$ cat config.mk
export PLATFORM = sky130hd
export DESIGN_NAME = vga_timing_gen_flat
export DESIGN_NICKNAME = d
export VERILOG_FILES = /design/src/rtl/vga_timing_pkg.sv /design/src/rtl/vga_timing_gen_if.sv /design/src/rtl/vga_pixel_tick.sv /design/src/rtl/vga_timing_gen.sv /design/src/flat_wrapper.sv
export SDC_FILE = /design/constraint.sdc
export NUM_CORES = 1
export LEC_CHECK = 0
export BUFFER_PORTS_ARGS = -buffer_cell sky130_fd_sc_hd__buf_4
export CORE_MARGIN = 2
export CORE_UTILIZATION = 57
export CTS_CLUSTER_DIAMETER = 50
export CTS_CLUSTER_SIZE = 8
export DETAILED_ROUTE_END_ITERATION = 16
export GPL_ROUTABILITY_DRIVEN = 0
export GPL_TIMING_DRIVEN = 0
export HOLD_SLACK_MARGIN = 0.15
export PLACE_DENSITY = 0.84
export SYNTH_ARGS = -nofsm -noshare
export SYNTH_HDL_FRONTEND = slang
export SYNTH_SLANG_ARGS = --single-unit
$ cat constraint.sdc
create_clock -name Clock -period 2.86 [get_ports Clock]
set_input_delay 0.858 -clock Clock [delete_from_list [all_inputs] [get_ports Clock]]
set_output_delay 0.858 -clock Clock [all_outputs]
set_load 0.02 [all_outputs]
$ cat src/rtl/vga_timing_pkg.sv
// Shared VGA timing constants (640x480@60 defaults) and total-period helpers.
package vga_timing_pkg;

    typedef logic [15:0] coord_t;

    localparam int VGA_H_ACTIVE = 640;
    localparam int VGA_H_FP     = 16;
    localparam int VGA_H_SYNC   = 96;
    localparam int VGA_H_BP     = 48;
    localparam int VGA_V_ACTIVE = 480;
    localparam int VGA_V_FP     = 10;
    localparam int VGA_V_SYNC   = 2;
    localparam int VGA_V_BP     = 33;

    function automatic int h_total(int act, int fp, int sync, int bp);
        return act + fp + sync + bp;
    endfunction

    function automatic int v_total(int act, int fp, int sync, int bp);
        return act + fp + sync + bp;
    endfunction

endpackage

$ cat src/rtl/vga_timing_gen_if.sv
// Pixel-stream bundle between the timing generator and its frame-buffer/display side.
interface vga_timing_gen_if import vga_timing_pkg::*; #(
    parameter int RGB_W  = 3,
    parameter int ADDR_W = 19
) ();

    logic              iEnable;
    logic [RGB_W-1:0]  iColor;
    logic              oHs;
    logic              oVs;
    logic [RGB_W-1:0]  oRGB;
    logic              oDisplayEnable;
    coord_t            oColumn;
    coord_t            oRow;
    logic [ADDR_W-1:0] oColorAddress;
    logic              oLineStart;
    logic              oFrameStart;

    modport master (
        input  iEnable, iColor,
        output oHs, oVs, oRGB, oDisplayEnable, oColumn, oRow,
               oColorAddress, oLineStart, oFrameStart
    );

    modport slave (
        output iEnable, iColor,
        input  oHs, oVs, oRGB, oDisplayEnable, oColumn, oRow,
               oColorAddress, oLineStart, oFrameStart
    );

endinterface

$ cat src/rtl/vga_pixel_tick.sv
// Pixel clock-enable: one-Clock pulse every CLK_DIV enabled cycles; phase freezes while disabled.
module vga_pixel_tick #(
    parameter int CLK_DIV = 2
) (
    input  logic Clock,
    input  logic Reset,
    input  logic en_i,
    output logic tick_o
);

    localparam int CW = (CLK_DIV > 1) ? $clog2(CLK_DIV) : 1;

    logic [CW-1:0] cnt_q, cnt_d;

    // Tick on phase 0 so the first enabled cycle after reset already emits a pixel.
    assign tick_o = en_i && (cnt_q == '0);

    always_comb begin
        cnt_d = cnt_q;
        if (en_i)
            cnt_d = (cnt_q == CW'(CLK_DIV - 1)) ? '0 : cnt_q + 1'b1;
    end

    always_ff @(posedge Clock or negedge Reset) begin
        if (!Reset) cnt_q <= '0;
        else        cnt_q <= cnt_d;
    end

endmodule

$ cat src/rtl/vga_timing_gen.sv
// VGA sync/blank generator: column/row counters, registered syncs, display enable,
// incremental frame-buffer address and one-pixel-delayed colour output.
module vga_timing_gen
    import vga_timing_pkg::*;
#(
    parameter int H_ACTIVE = VGA_H_ACTIVE,
    parameter int H_FP     = VGA_H_FP,
    parameter int H_SYNC   = VGA_H_SYNC,
    parameter int H_BP     = VGA_H_BP,
    parameter int V_ACTIVE = VGA_V_ACTIVE,
    parameter int V_FP     = VGA_V_FP,
    parameter int V_SYNC   = VGA_V_SYNC,
    parameter int V_BP     = VGA_V_BP,
    parameter bit HS_POL   = 1'b0,
    parameter bit VS_POL   = 1'b0,
    parameter int CLK_DIV  = 2,
    parameter int RGB_W    = 3,
    parameter int ADDR_W   = 19
) (
    input  logic Clock,
    input  logic Reset,
    vga_timing_gen_if.master vga
);

    localparam int     H_TOTAL    = h_total(H_ACTIVE, H_FP, H_SYNC, H_BP);
    localparam int     V_TOTAL    = v_total(V_ACTIVE, V_FP, V_SYNC, V_BP);
    localparam coord_t H_ACT_C    = coord_t'(H_ACTIVE);
    localparam coord_t V_ACT_C    = coord_t'(V_ACTIVE);
    localparam coord_t H_LAST     = coord_t'(H_TOTAL - 1);
    localparam coord_t V_LAST     = coord_t'(V_TOTAL - 1);
    localparam coord_t HS_BEG     = coord_t'(H_ACTIVE + H_FP);
    localparam coord_t HS_END     = coord_t'(H_ACTIVE + H_FP + H_SYNC);
    localparam coord_t VS_BEG     = coord_t'(V_ACTIVE + V_FP);
    localparam coord_t VS_END     = coord_t'(V_ACTIVE + V_FP + V_SYNC);
    localparam logic [ADDR_W-1:0] ADDR_LAST = ADDR_W'(H_ACTIVE * V_ACTIVE - 1);

    if (H_FP == 0 || H_SYNC == 0 || H_BP == 0 || V_FP == 0 || V_SYNC == 0 || V_BP == 0 ||
        CLK_DIV < 1 ||
        longint'(H_ACTIVE) * longint'(V_ACTIVE) > (longint'(1) << ADDR_W)) begin : g_bad_params
        $error("vga_timing_gen: zero porch/sync, CLK_DIV<1 or frame exceeds address space");
    end

    logic tick;

    vga_pixel_tick #(.CLK_DIV(CLK_DIV)) u_tick (
        .Clock  (Clock),
        .Reset  (Reset),
        .en_i   (vga.iEnable),
        .tick_o (tick)
    );

    // col_q/row_q name the pixel the next tick emits; pcol_q/prow_q the pixel on the outputs.
    coord_t            col_q, col_d, row_q, row_d, pcol_q, pcol_d, prow_q, prow_d;
    logic              hs_q, hs_d, vs_q, vs_d, de_q, de_d, ls_q, ls_d, fs_q, fs_d;
    logic [RGB_W-1:0]  rgb_q, rgb_d;
    logic [ADDR_W-1:0] addr_q, addr_d;

    always_comb begin
        col_d  = col_q;
        row_d  = row_q;
        pcol_d = pcol_q;
        prow_d = prow_q;
        hs_d   = hs_q;
        vs_d   = vs_q;
        de_d   = de_q;
        rgb_d  = rgb_q;
        addr_d = addr_q;
        ls_d   = 1'b0;
        fs_d   = 1'b0;
        if (tick) begin
            pcol_d = col_q;
            prow_d = row_q;
            hs_d   = (col_q >= HS_BEG && col_q < HS_END) ? HS_POL : ~HS_POL;
            vs_d   = (row_q >= VS_BEG && row_q < VS_END) ? VS_POL : ~VS_POL;
            de_d   = (col_q < H_ACT_C) && (row_q < V_ACT_C);
            rgb_d  = de_d ? vga.iColor : '0;
            ls_d   = (col_q == '0);
            fs_d   = (col_q == '0) && (row_q == '0);
            // Address already points at the pixel being shown; advance to the next visible one.
            if (de_d)
                addr_d = (addr_q == ADDR_LAST) ? '0 : addr_q + 1'b1;
            if (col_q == H_LAST) begin
                col_d = '0;
                row_d = (row_q == V_LAST) ? '0 : row_q + 1'b1;
            end else begin
                col_d = col_q + 1'b1;
            end
        end
    end

    always_ff @(posedge Clock or negedge Reset) begin
        if (!Reset) begin
            col_q  <= '0;
            row_q  <= '0;
            pcol_q <= '0;
            prow_q <= '0;
            hs_q   <= ~HS_POL;
            vs_q   <= ~VS_POL;
            de_q   <= 1'b0;
            rgb_q  <= '0;
            addr_q <= '0;
            ls_q   <= 1'b0;
            fs_q   <= 1'b0;
        end else begin
            col_q  <= col_d;
            row_q  <= row_d;
            pcol_q <= pcol_d;
            prow_q <= prow_d;
            hs_q   <= hs_d;
            vs_q   <= vs_d;
            de_q   <= de_d;
            rgb_q  <= rgb_d;
            addr_q <= addr_d;
            ls_q   <= ls_d;
            fs_q   <= fs_d;
        end
    end

    assign vga.oHs            = hs_q;
    assign vga.oVs            = vs_q;
    assign vga.oRGB           = rgb_q;
    assign vga.oDisplayEnable = de_q;
    assign vga.oColumn        = pcol_q;
    assign vga.oRow           = prow_q;
    assign vga.oColorAddress  = addr_q;
    assign vga.oLineStart     = ls_q;
    assign vga.oFrameStart    = fs_q;

endmodule

$ cat src/flat_wrapper.sv
// flat-port wrapper written by rule: the top's interface ports become plain ports
module vga_timing_gen_flat import vga_timing_pkg::*;
#(
    parameter int H_ACTIVE = VGA_H_ACTIVE,
    parameter int H_FP     = VGA_H_FP,
    parameter int H_SYNC   = VGA_H_SYNC,
    parameter int H_BP     = VGA_H_BP,
    parameter int V_ACTIVE = VGA_V_ACTIVE,
    parameter int V_FP     = VGA_V_FP,
    parameter int V_SYNC   = VGA_V_SYNC,
    parameter int V_BP     = VGA_V_BP,
    parameter bit HS_POL   = 1'b0,
    parameter bit VS_POL   = 1'b0,
    parameter int CLK_DIV  = 2,
    parameter int RGB_W    = 3,
    parameter int ADDR_W   = 19
)
  (Clock, Reset, vga_iEnable, vga_iColor, vga_oHs, vga_oVs, vga_oRGB, vga_oDisplayEnable, vga_oColumn, vga_oRow, vga_oColorAddress, vga_oLineStart, vga_oFrameStart);
  vga_timing_gen_if #(.RGB_W(RGB_W), .ADDR_W(ADDR_W)) vga_i ();
  input  logic Clock;
  input  logic Reset;
  input wire logic [$bits(vga_i.iEnable)-1:0] vga_iEnable;
  input wire logic [$bits(vga_i.iColor)-1:0] vga_iColor;
  output wire logic [$bits(vga_i.oHs)-1:0] vga_oHs;
  output wire logic [$bits(vga_i.oVs)-1:0] vga_oVs;
  output wire logic [$bits(vga_i.oRGB)-1:0] vga_oRGB;
  output wire logic [$bits(vga_i.oDisplayEnable)-1:0] vga_oDisplayEnable;
  output wire logic [$bits(vga_i.oColumn)-1:0] vga_oColumn;
  output wire logic [$bits(vga_i.oRow)-1:0] vga_oRow;
  output wire logic [$bits(vga_i.oColorAddress)-1:0] vga_oColorAddress;
  output wire logic [$bits(vga_i.oLineStart)-1:0] vga_oLineStart;
  output wire logic [$bits(vga_i.oFrameStart)-1:0] vga_oFrameStart;
  assign vga_i.iEnable = vga_iEnable;
  assign vga_i.iColor = vga_iColor;
  assign vga_oHs = vga_i.oHs;
  assign vga_oVs = vga_i.oVs;
  assign vga_oRGB = vga_i.oRGB;
  assign vga_oDisplayEnable = vga_i.oDisplayEnable;
  assign vga_oColumn = vga_i.oColumn;
  assign vga_oRow = vga_i.oRow;
  assign vga_oColorAddress = vga_i.oColorAddress;
  assign vga_oLineStart = vga_i.oLineStart;
  assign vga_oFrameStart = vga_i.oFrameStart;
  vga_timing_gen #(.H_ACTIVE(H_ACTIVE), .H_FP(H_FP), .H_SYNC(H_SYNC), .H_BP(H_BP), .V_ACTIVE(V_ACTIVE), .V_FP(V_FP), .V_SYNC(V_SYNC), .V_BP(V_BP), .HS_POL(HS_POL), .VS_POL(VS_POL), .CLK_DIV(CLK_DIV), .RGB_W(RGB_W), .ADDR_W(ADDR_W)) u_core (.Clock(Clock), .Reset(Reset), .vga(vga_i));
endmodule
==> results of run 1 <==
power by group through the flow:
stage	combinational, µW	sequential, µW	clock [µW]
after global routing	1010	1690	949
after CTS	927	1660	897
after global placement	898	1670	0
after detailed placement	920	1680	0
final	917	1660	882
after floorplan	383	1820	0
flip-flops by register name, indices dropped and copies added, names as in the netlist:
register / cells
u_core.vga.oRGB: 3
u_core.vga.oFrameStart: 1
u_core.vga.oVs: 1
u_core.vga.oDisplayEnable: 1
u_core.col_q: 16
u_core.vga.oColumn: 16
u_core.vga.oLineStart: 1
u_core.vga.oColorAddress: 19
u_core.vga.oHs: 1
u_core.u_tick.cnt_q: 1
u_core.vga.oRow: 16
u_core.row_q: 16
logic make-up after synthesis:
kind of cell / after synthesis / synth area share (%)
AOI/OAI and AO/OA: 57 / 9.10
and+or+nand+nor: 227 / 25.9
xor gates and xnor gates: 28 / 5.77
buffers and inverters: 28 / 2.59
DFF: 92 / 54.3
muxes: 2 / 0.589
adders and majority gates: 6 / 1.77
metrics by stage:
step	instances	worst slack (ns)	power (µW)	utilization, %
2_1_floorplan	440	0.583	2200	-
3_3_place_gp	603	0.232	2570	67.2
3_5_place_dp	603	0.166	2600	67.2
4_1_cts	619	0.528	3480	70.0
5_1_grt	619	0.319	3640	70.0
6_report	619	0.489	3460	70.0
metal layers:
layer | part of all wire, % | GRT usage [%]
met1 | 43 | 30.9
met5 | 0 | 0
met3 | 5.7 | 5.68
met2 | 50 | 38.5
met4 | 1.4 | 8.46
layout make-up:
cell class / instances / share of cell area, %
Multi-Input combinational cell: 320 / 36.3
Inverter: 7 / 0.520
Clock inverter: 7 / 1.46
Clock buffer: 9 / 2.45
Buffer: 21 / 1.66
Sequential cell: 92 / 45.7
Tap cell: 99 / 2.45
Timing Repair Buffer: 64 / 9.52
critical path, stage by stage:
cell and delay, ns:
buf_4 0.11, nor2b_1 0.12, buf_2 0.21, nand4_1 0.24
nor2_1 0.21, clkbuf_1 0.41, o21ai_0 0.19, a22o_1 0.27
final timing paths:
path                       slack, ns                         to
setup / recovery                0.49            u_core.row_q[2]
hold / removal                  0.48             u_core.vga.oHs
setup reg to reg                0.59            u_core.row_q[2]
hold reg to reg                 0.48             u_core.vga.oHs
max in group asynchronous       1.44           u_core.row_q[12]
min in group asynchronous       0.69  u_core.vga.oDisplayEnable
layout by cell type (no fill, tap or decap), types with 11 or more instances in the layout:
master / count
dfrtp_1: 90
nand3_1: 17
nor3_1: 11
nand2_1: 112
nor2_1: 21
xnor2_1: 18
buf_4: 64
clkbuf_1: 16
nand4_1: 16
o21ai_0: 20
==> flow_metrics.py, run 1 <==
metrics = {
    "outcome": {
        "status": "completed",
    },
    "detailed_routing": {
        "ant_nets": 0,
        "wl_per_cell_um": 14.9,
        "avgViaCountPerCell": 5.69,
        "firstDrtPassIters": 5,
        "finalWirelength_um": 9200,
        "drcViolationCount": 0,
        "drt_iter0_drc": 340,
        "vias": 3525,
    },
    "die": {
        "initial_utilization_pct": 58.9,
        "die_area_um2": 8160,
        "ios": 65,
        "num_rows": 31,
        "die_h_um": 90.3,
        "fp.dieW_um": 90.3,
        "core_area_um2": 7210,
    },
    "logic_synthesis": {
        "synth_flop_cell": "dfrtp_1",
        "yosys.cell_count.top_type": "nand2_1",
        "synthDistinctLibCells": 51,
        "syn_nets": 452,
        "synth.largest_area_cell": "dfrtp_1",
        "synth_edf_count": 0,
        "synthArstFlopShare_pct": 100,
        "syn_avg_cell_area_um2": 9.65,
        "synthTopCellsByArea": "dfrtp_1 (53%), nand2_1 (9.9%), xnor2_1 (3.7%), nand4_1 (2.4%), o21ai_0 (2.4%)",
        "synth_cells": 440,
        "ys_seq_elements": 92,
        "syn_area_um2": 4250,
        "synth_commonest_cells": "nand2_1 (112), dfrtp_1 (90), nor2_1 (21)",
        "synth-seq-area-share_pct": 54.3,
        "synth_top_area_share_pct": 53.0,
        "ys_warn_count": 0,
    },
    "hold_path": {
        "hold_path_depth": 2,
        "hp-start": "u_core.vga.oHs",
        "hold_path_class": "flop to flop",
    },
    "placed_design": {
        "placed_cell_area_um2": 4850,
        "io_buffers": 64,
        "dp_hpwl_um": 6560,
    },
    "global_routing": {
        "gr-total-overflow": 0,
        "grt_pass1_wl_um": 15600,
        "grt_max_degree": 93,
        "first_global_vias": 3376,
        "grt_antenna_before_repair": 0,
        "grt_use_total_pct": 23.6,
    },
    "layout": {
        "drive_above_1_share_pct": 18.3,
        "postLayoutCellArea_um2": 5050,
        "syn2layout_area_growth_pct": 18.9,
        "regArea_um2": 2300,
        "diodes": 0,
        "fill_cells": 582,
        "multi_input_area_um2": 1830,
        "nNetsFinal": 527,
    },
    "timing": {
        "min_period_ns": 2.37,
        "maxSlewHeadroom_pct": 25.5,
        "rsz0062_at_grt": "false",
        "fin_crit_sh_pct": 82.9,
        "worst_clock_skew_ns": 0.00852,
        "setup_viol": 0,
        "slew_violations": 0,
        "max_freq_mhz": 422,
        "worstMarginPinSlew_ns": 1.12,
        "hold_violations": 0,
        "tns_ns": 0,
        "timing.hold.ws_ns": 0.483,
    },
    "power_and_ir_drop": {
        "switching_share_pct": 34.8,
        "switchingPower_uw": 1200,
        "clkPwrFrac_pct": 25.5,
        "total_leakage_power_uw": 0.00248,
        "p_comb_share_pct": 26.5,
        "power.density_nw_per_um2": 685,
        "vdd_drop_max_uv": 514,
        "p_int_uw": 2260,
        "seqPwrFrac_pct": 48.0,
    },
    "clocking": {
        "htreeDepth": 3,
        "clock_sinks": 92,
        "cts_tree": "yes",
        "cts_resized": 0,
        "cts.path.max_buffers": 2,
        "cts_hold_buf": 0,
        "post_cts_buffers": 0,
        "root_buffer": "clkbuf_8",
        "cts_buffers": 9,
        "clkTransAtPathRegs_ns": 0.09,
        "clock_latency_ns": 0.36,
    },
    "worst_setup_path": {
        "cp_max_fo": 10,
        "crit_start": "vga_iEnable",
        "startpoint_type": "primary input",
        "reg2regPathDepth": 7,
        "crit_path_end_kind": "flop",
        "worst-setup-path-type": "primary input to flop",
        "arrival_ns": 2.63,
        "crit_required_ns": 3.11,
        "r2r_start": "u_core.col_q[6]",
    },
    "run": {
        "cap_violations": 0,
    },
}
Power figures use the tool's default switching activity.
==> inputs of run 2 (changes only) <==
--- a/config.mk
+++ b/config.mk
@@ -7,14 +7,14 @@
 export LEC_CHECK = 0
 export BUFFER_PORTS_ARGS = -buffer_cell sky130_fd_sc_hd__buf_4
 export CORE_MARGIN = 2
-export CORE_UTILIZATION = 57
+export CORE_UTILIZATION = 51
 export CTS_CLUSTER_DIAMETER = 50
 export CTS_CLUSTER_SIZE = 8
 export DETAILED_ROUTE_END_ITERATION = 16
 export GPL_ROUTABILITY_DRIVEN = 0
 export GPL_TIMING_DRIVEN = 0
 export HOLD_SLACK_MARGIN = 0.15
-export PLACE_DENSITY = 0.84
+export PLACE_DENSITY = 0.8
 export SYNTH_ARGS = -nofsm -noshare
 export SYNTH_HDL_FRONTEND = slang
 export SYNTH_SLANG_ARGS = --single-unit
==> constraint.sdc (replaced) <==
create_clock -name Clock -period 2.1 [get_ports Clock]
set_input_delay 0.63 -clock Clock [delete_from_list [all_inputs] [get_ports Clock]]
set_output_delay 0.63 -clock Clock [all_outputs]
set_load 0.02 [all_outputs]
==> run 2 against run 1 <==
Compared with the run above: die area up 11%; combinational power up 41%; largest power group unchanged; total power up 41%; highest routed layer unchanged; setup slack worse by 0.45 ns; sequential share of layout area down 1.6 points; clock power up 51%; first-iteration DRC count down 7.4%.
==> flow_metrics.py, run 2 (synthesis gave the netlist of run 1 again) <==
metrics = {
    "die": {
        "initial_utilization_pct": 52.2,
        "fp.dieW_um": 95.3,
        "die_h_um": 95.3,
        "core_area_um2": 8130,
        "die_area_um2": 9070,
        "ios": 65,
        "num_rows": 33,
    },
    "detailed_routing": {
        "avgViaCountPerCell": 5.73,
        "ant_nets": 0,
        "wl_per_cell_um": 15.2,
        "firstDrtPassIters": 4,
        "vias": 3608,
        "finalWirelength_um": 9560,
        "drt_iter0_drc": 315,
        "drcViolationCount": 0,
    },
    "timing": {
        "tns_ns": 0,
        "worst_clock_skew_ns": 0.0132,
        "fin_ws_ns": 0.0393,
        "worstMarginPinSlew_ns": 1.12,
        "maxSlewHeadroom_pct": 25.2,
        "hold_violations": 0,
        "max_freq_mhz": 485,
        "timing.hold.ws_ns": 0.482,
        "min_period_ns": 2.06,
        "rsz0062_at_grt": "true",
        "setup_viol": 0,
        "fin_crit_sh_pct": 98.1,
        "slew_violations": 0,
    },
    "global_routing": {
        "grt_pass1_wl_um": 15400,
        "gr-total-overflow": 0,
        "grt_antenna_before_repair": 0,
        "grt_max_degree": 93,
        "first_global_vias": 3322,
        "grt_use_total_pct": 21.7,
    },
    "clocking": {
        "clock_latency_ns": 0.36,
        "htreeDepth": 3,
        "cts_tree": "yes",
        "cts.path.max_buffers": 2,
        "clkTransAtPathRegs_ns": 0.09,
        "cts_buffers": 9,
        "root_buffer": "clkbuf_8",
        "clock_sinks": 92,
        "cts_hold_buf": 0,
    },
    "layout": {
        "fill_cells": 655,
        "layout_commonest_cell": "nand2_1",
        "nNetsFinal": 532,
        "largest_reg_flops": 19,
        "multi_input_area_um2": 1930,
        "drive_above_1_share_pct": 25.3,
        "regArea_um2": 2310,
        "syn2layout_area_growth_pct": 23.8,
        "final_cell_mix": "nand2_1 (111), dfrtp_1 (83), buf_4 (76)",
        "diodes": 0,
    },
    "worst_setup_path": {
        "worst-setup-path-type": "flop to flop",
        "cp_common_cell": "or3_4",
        "cp_slowest_stage_delay_ns": 0.42,
        "startpoint_type": "flop",
        "crit_required_ns": 2.35,
        "critPathTopFamily": "simple AND/OR/NAND/NOR gates",
        "crit_path_end_kind": "flop",
        "path_buf_inv": 1,
        "path_cells": "buf_6, nor3b_4, nand3b_1, or3_4, or3_4, mux2_4",
        "cp_max_fo": 9,
        "arrival_ns": 2.31,
        "crit_slowest_cell": "or3_4",
    },
    "run": {
        "cap_violations": 0,
    },
    "power_and_ir_drop": {
        "p_total_uw": 4890,
        "power.density_nw_per_um2": 930,
        "total_leakage_power_uw": 0.00257,
        "vdd_drop_max_uv": 377,
    },
    "placed_design": {
        "io_buffers": 64,
        "dp_hpwl_um": 6470,
        "dp_worst_setup_slack_ns": -0.340,
    },
    "outcome": {
        "status": "completed",
    },
    "hold_path": {
        "hold_path_class": "primary input to flop",
    },
}
run 2: path summary, 6_finish.rpt:
| path | from | slack [ns] | cells past startpoint | end |
|---|---|---|---|---|
| worst min register to register | u_core.vga.oColumn[6] | 0.48 | 2 | u_core.vga.oColumn[6] |
| worst max register to register | u_core.row_q[9] | 0.04 | 6 | u_core.vga.oColorAddress[12] |
| worst max-delay path | u_core.row_q[9] | 0.04 | 6 | u_core.vga.oColorAddress[12] |
| min in group asynchronous | Reset | 0.49 | 1 | u_core.vga.oColorAddress[2] |
| worst min-delay path | vga_iColor[1] | 0.48 | 2 | u_core.vga.oRGB[1] |
| max in group asynchronous | Reset | 0.84 | 1 | u_core.col_q[4] |
run 2: metrics by stage:
step                      utilization (%)  instance area, µm²  instances
after floorplan                         -                4250        440
after global placement               59.7                4860        609
after detailed placement             59.7                4860        609
after CTS                            63.5                5170        631
after global routing                 64.6                5260        630
final                                64.6                5260        630
run 2: what timing repair did:
item                                    4_1_cts  5_1_grt
endpoints found under the setup margin       21       24
setup buffers                                 6        5
pin swaps                                     6       12
resized for setup                            14       23
run 2: power by group:
| group | internal (µW) | total (µW) | switching [µW] |
|---|---|---|---|
| Sequential | 2030 | 2270 | 238 |
| Clock | 679 | 1330 | 650 |
| Combinational | 520 | 1290 | 769 |
| Total | 3230 | 4890 | 1660 |
run 2: metal layers:
metal / up-vias / routed length (µm) / part of all wire [%] / global-route usage [%]
met5: - / 0 / 0 / 0
met2: 120 / 4780 / 50 / 35.4
li1: 1681 / - / - / -
met3: 20 / 503 / 5.3 / 3.32
met1: 1787 / 4080 / 43 / 28.6
met4: 0 / 202 / 2.1 / 9.90
run 2: final cells by class:
cell class	instances	area share [%]
plain buffers	15	1.38
flip-flops and latches	92	44.0
repair buffers	75	10.7
clock buffers	9	2.36
multi-input cells	320	36.7
well taps	105	2.50
inverters	7	0.500
clock inverters	7	1.88
==> inputs of run 3 (changes only) <==
--- a/config.mk
+++ b/config.mk
@@ -5,16 +5,19 @@
 export SDC_FILE = /design/constraint.sdc
 export NUM_CORES = 1
 export LEC_CHECK = 0
-export BUFFER_PORTS_ARGS = -buffer_cell sky130_fd_sc_hd__buf_4
+export BUFFER_PORTS_ARGS = -buffer_cell sky130_fd_sc_hd__buf_2
+export CELL_PAD_IN_SITES_DETAIL_PLACEMENT = 0
+export CELL_PAD_IN_SITES_GLOBAL_PLACEMENT = 1
+export CORE_ASPECT_RATIO = 2
 export CORE_MARGIN = 2
-export CORE_UTILIZATION = 51
+export CORE_UTILIZATION = 39
 export CTS_CLUSTER_DIAMETER = 50
 export CTS_CLUSTER_SIZE = 8
 export DETAILED_ROUTE_END_ITERATION = 16
 export GPL_ROUTABILITY_DRIVEN = 0
 export GPL_TIMING_DRIVEN = 0
 export HOLD_SLACK_MARGIN = 0.15
-export PLACE_DENSITY = 0.8
+export PLACE_DENSITY = 0.79
 export SYNTH_ARGS = -nofsm -noshare
 export SYNTH_HDL_FRONTEND = slang
 export SYNTH_SLANG_ARGS = --single-unit
==> run 3 against run 2 <==
Compared with the run above: utilization shrank 15 points; combinational power is 5% lower; die area grew 30%; non-clock buffer count shrank 1; global-route usage decreased by 2.3 points; critical endpoint unchanged.
==> flow_metrics.py, run 3 (synthesis gave the netlist of run 1 again) <==
metrics = {
    "placed_design": {
        "io_buffers": 64,
        "dp_hpwl_um": 7980,
        "dp_worst_setup_slack_ns": -0.422,
        "placed_cell_area_um2": 4770,
    },
    "detailed_routing": {
        "avgViaCountPerCell": 5.36,
        "finalWirelength_um": 10800,
        "ant_nets": 0,
        "vias": 3540,
        "wl_per_cell_um": 16.3,
        "drt_iter0_drc": 197,
        "firstDrtPassIters": 4,
        "drcViolationCount": 0,
    },
    "die": {
        "die_area_um2": 11800,
        "initial_utilization_pct": 40.3,
        "core_area_um2": 10500,
        "ios": 65,
        "fp.dieW_um": 77.8,
        "die_h_um": 152,
        "num_rows": 53,
    },
    "timing": {
        "worstMarginPinSlew_ns": 0.661,
        "rsz0062_at_grt": "true",
        "fin_crit_sh_pct": 99.6,
        "max_freq_mhz": 478,
        "hold_violations": 0,
        "min_period_ns": 2.09,
        "setup_viol": 0,
        "worst_clock_skew_ns": 0.00904,
        "slew_violations": 0,
        "fin_ws_ns": 0.00912,
        "tns_ns": 0,
        "maxSlewHeadroom_pct": 55.8,
    },
    "worst_setup_path": {
        "worst-setup-path-type": "flop to flop",
        "path_buf_inv": 0,
        "cp_max_fo": 7,
        "critPathTopFamily": "simple AND/OR/NAND/NOR gates",
        "crit_required_ns": 2.33,
        "crit_slowest_cell": "dfrtp_2",
        "reg2regPathDepth": 5,
        "cp.depth": 5,
        "crit_path_end_kind": "flop",
        "startpoint_type": "flop",
        "cp_slowest_stage_delay_ns": 0.47,
        "arrival_ns": 2.32,
        "cp_common_cell": "or3_4",
        "path_cells": "and4_4, nand3b_1, or3_4, or3_4, mux2_4",
        "rrSetupSlack_ns": 0.009,
    },
    "power_and_ir_drop": {
        "seqPwrFrac_pct": 43.9,
        "power.density_nw_per_um2": 980,
        "clkPwrFrac_pct": 32.4,
        "switchingPower_uw": 1710,
        "p_int_uw": 3430,
        "vdd_drop_max_uv": 634,
        "p_comb_share_pct": 23.7,
        "switching_share_pct": 33.3,
        "total_leakage_power_uw": 0.00259,
    },
    "global_routing": {
        "grt_max_degree": 54,
        "first_global_vias": 3593,
        "grt_antenna_before_repair": 0,
        "grt_pass1_wl_um": 17600,
        "gr-total-overflow": 0,
        "grt_use_total_pct": 19.4,
    },
    "run": {
        "cap_violations": 0,
    },
    "clocking": {
        "cts.path.max_buffers": 2,
        "cts_hold_buf": 0,
        "clkTransAtPathRegs_ns": 0.07,
        "cts_buffers": 9,
        "clock_latency_ns": 0.35,
        "cts_tree": "yes",
        "clock_sinks": 92,
        "htreeDepth": 3,
        "root_buffer": "clkbuf_16",
    },
    "outcome": {
        "status": "completed",
    },
    "hold_path": {
        "hold_path_class": "primary input to async pin",
    },
    "layout": {
        "nNetsFinal": 531,
        "layout_commonest_cell": "nand2_1",
        "diodes": 0,
        "postLayoutCellArea_um2": 5250,
        "syn2layout_area_growth_pct": 23.5,
        "final_cell_mix": "nand2_1 (111), dfrtp_1 (85), buf_2 (65)",
        "largest_reg_flops": 19,
        "drive_above_1_share_pct": 24.6,
    },
}
[run 3: cell count changes in the layout (fill, tap and decap cells not counted), moves of 2 or more]
cell,previous run,this run
nor4_2,4,2
dfrtp_2,7,5
clkbuf_16,0,9
clkbuf_8,9,1
nor4_4,1,3
buf_2,3,65
buf_4,76,11
dfrtp_1,83,85
[run 3: repair_timing]
action	4_1_cts	5_1_grt
setup endpoints to repair	27	28
cloned	0	0
pin swaps	6	5
gates resized for setup	15	22
setup buffers	7	2
[run 3: stage by stage]
step                      cells  utilization (%)  hold slack [ns]  total power, µW
after floorplan             440                -            0.334             3000
after global placement      641             44.9            0.460             3430
after detailed placement    642             45.2            0.457             3460
after CTS                   665             49.1            0.290             5180
after global routing        661             49.8            0.285             5440
final                       661             49.8            0.269             5140
[run 3: routing by layer]
| layer | routed length (µm) | vias up | global-route usage [%] |
|---|---|---|---|
| met1 | 3820 | 1752 | 19.7 |
| met2 | 6270 | 78 | 37.7 |
| li1 | - | 1685 | - |
| met4 | 351 | 0 | 8.39 |
| met3 | 333 | 25 | 3.44 |
| met5 | 0 | - | 0 |
[run 3: area by class of cell]
| cell class | instances | area (µm²) |
|---|---|---|
| inverters | 7 | 26.3 |
| fillers | 1000 | 5300 |
| plain buffers | 15 | 75.1 |
| multi-input cells | 320 | 1940 |
| flip-flops and latches | 92 | 2310 |
| clock buffers | 10 | 239 |
| repair buffers | 74 | 418 |
| clock inverters | 6 | 70.1 |
| well taps | 137 | 171 |
[run 3: path summary, 6_finish.rpt]
| path | to | start |
|---|---|---|
| setup / recovery | u_core.vga.oColorAddress[12] | u_core.row_q[7] |
| max in group asynchronous | u_core.col_q[11] | Reset |
| hold / removal | u_core.vga.oRGB[2] | Reset |
| setup reg to reg | u_core.vga.oColorAddress[12] | u_core.row_q[7] |
| hold reg to reg | u_core.vga.oRow[11] | u_core.vga.oRow[11] |
| min in group Clock | u_core.vga.oRow[11] | u_core.vga.oRow[11] |
[run 3: power groups by stage]
| stage | logic, µW | registers, µW | clock network, µW |
|---|---|---|---|
| after CTS | 1230 | 2240 | 1710 |
| after floorplan | 522 | 2480 | 0 |
| final | 1220 | 2260 | 1670 |
| after global routing | 1330 | 2290 | 1810 |
| after global placement | 1160 | 2270 | 0 |
| after detailed placement | 1180 | 2280 | 0 |
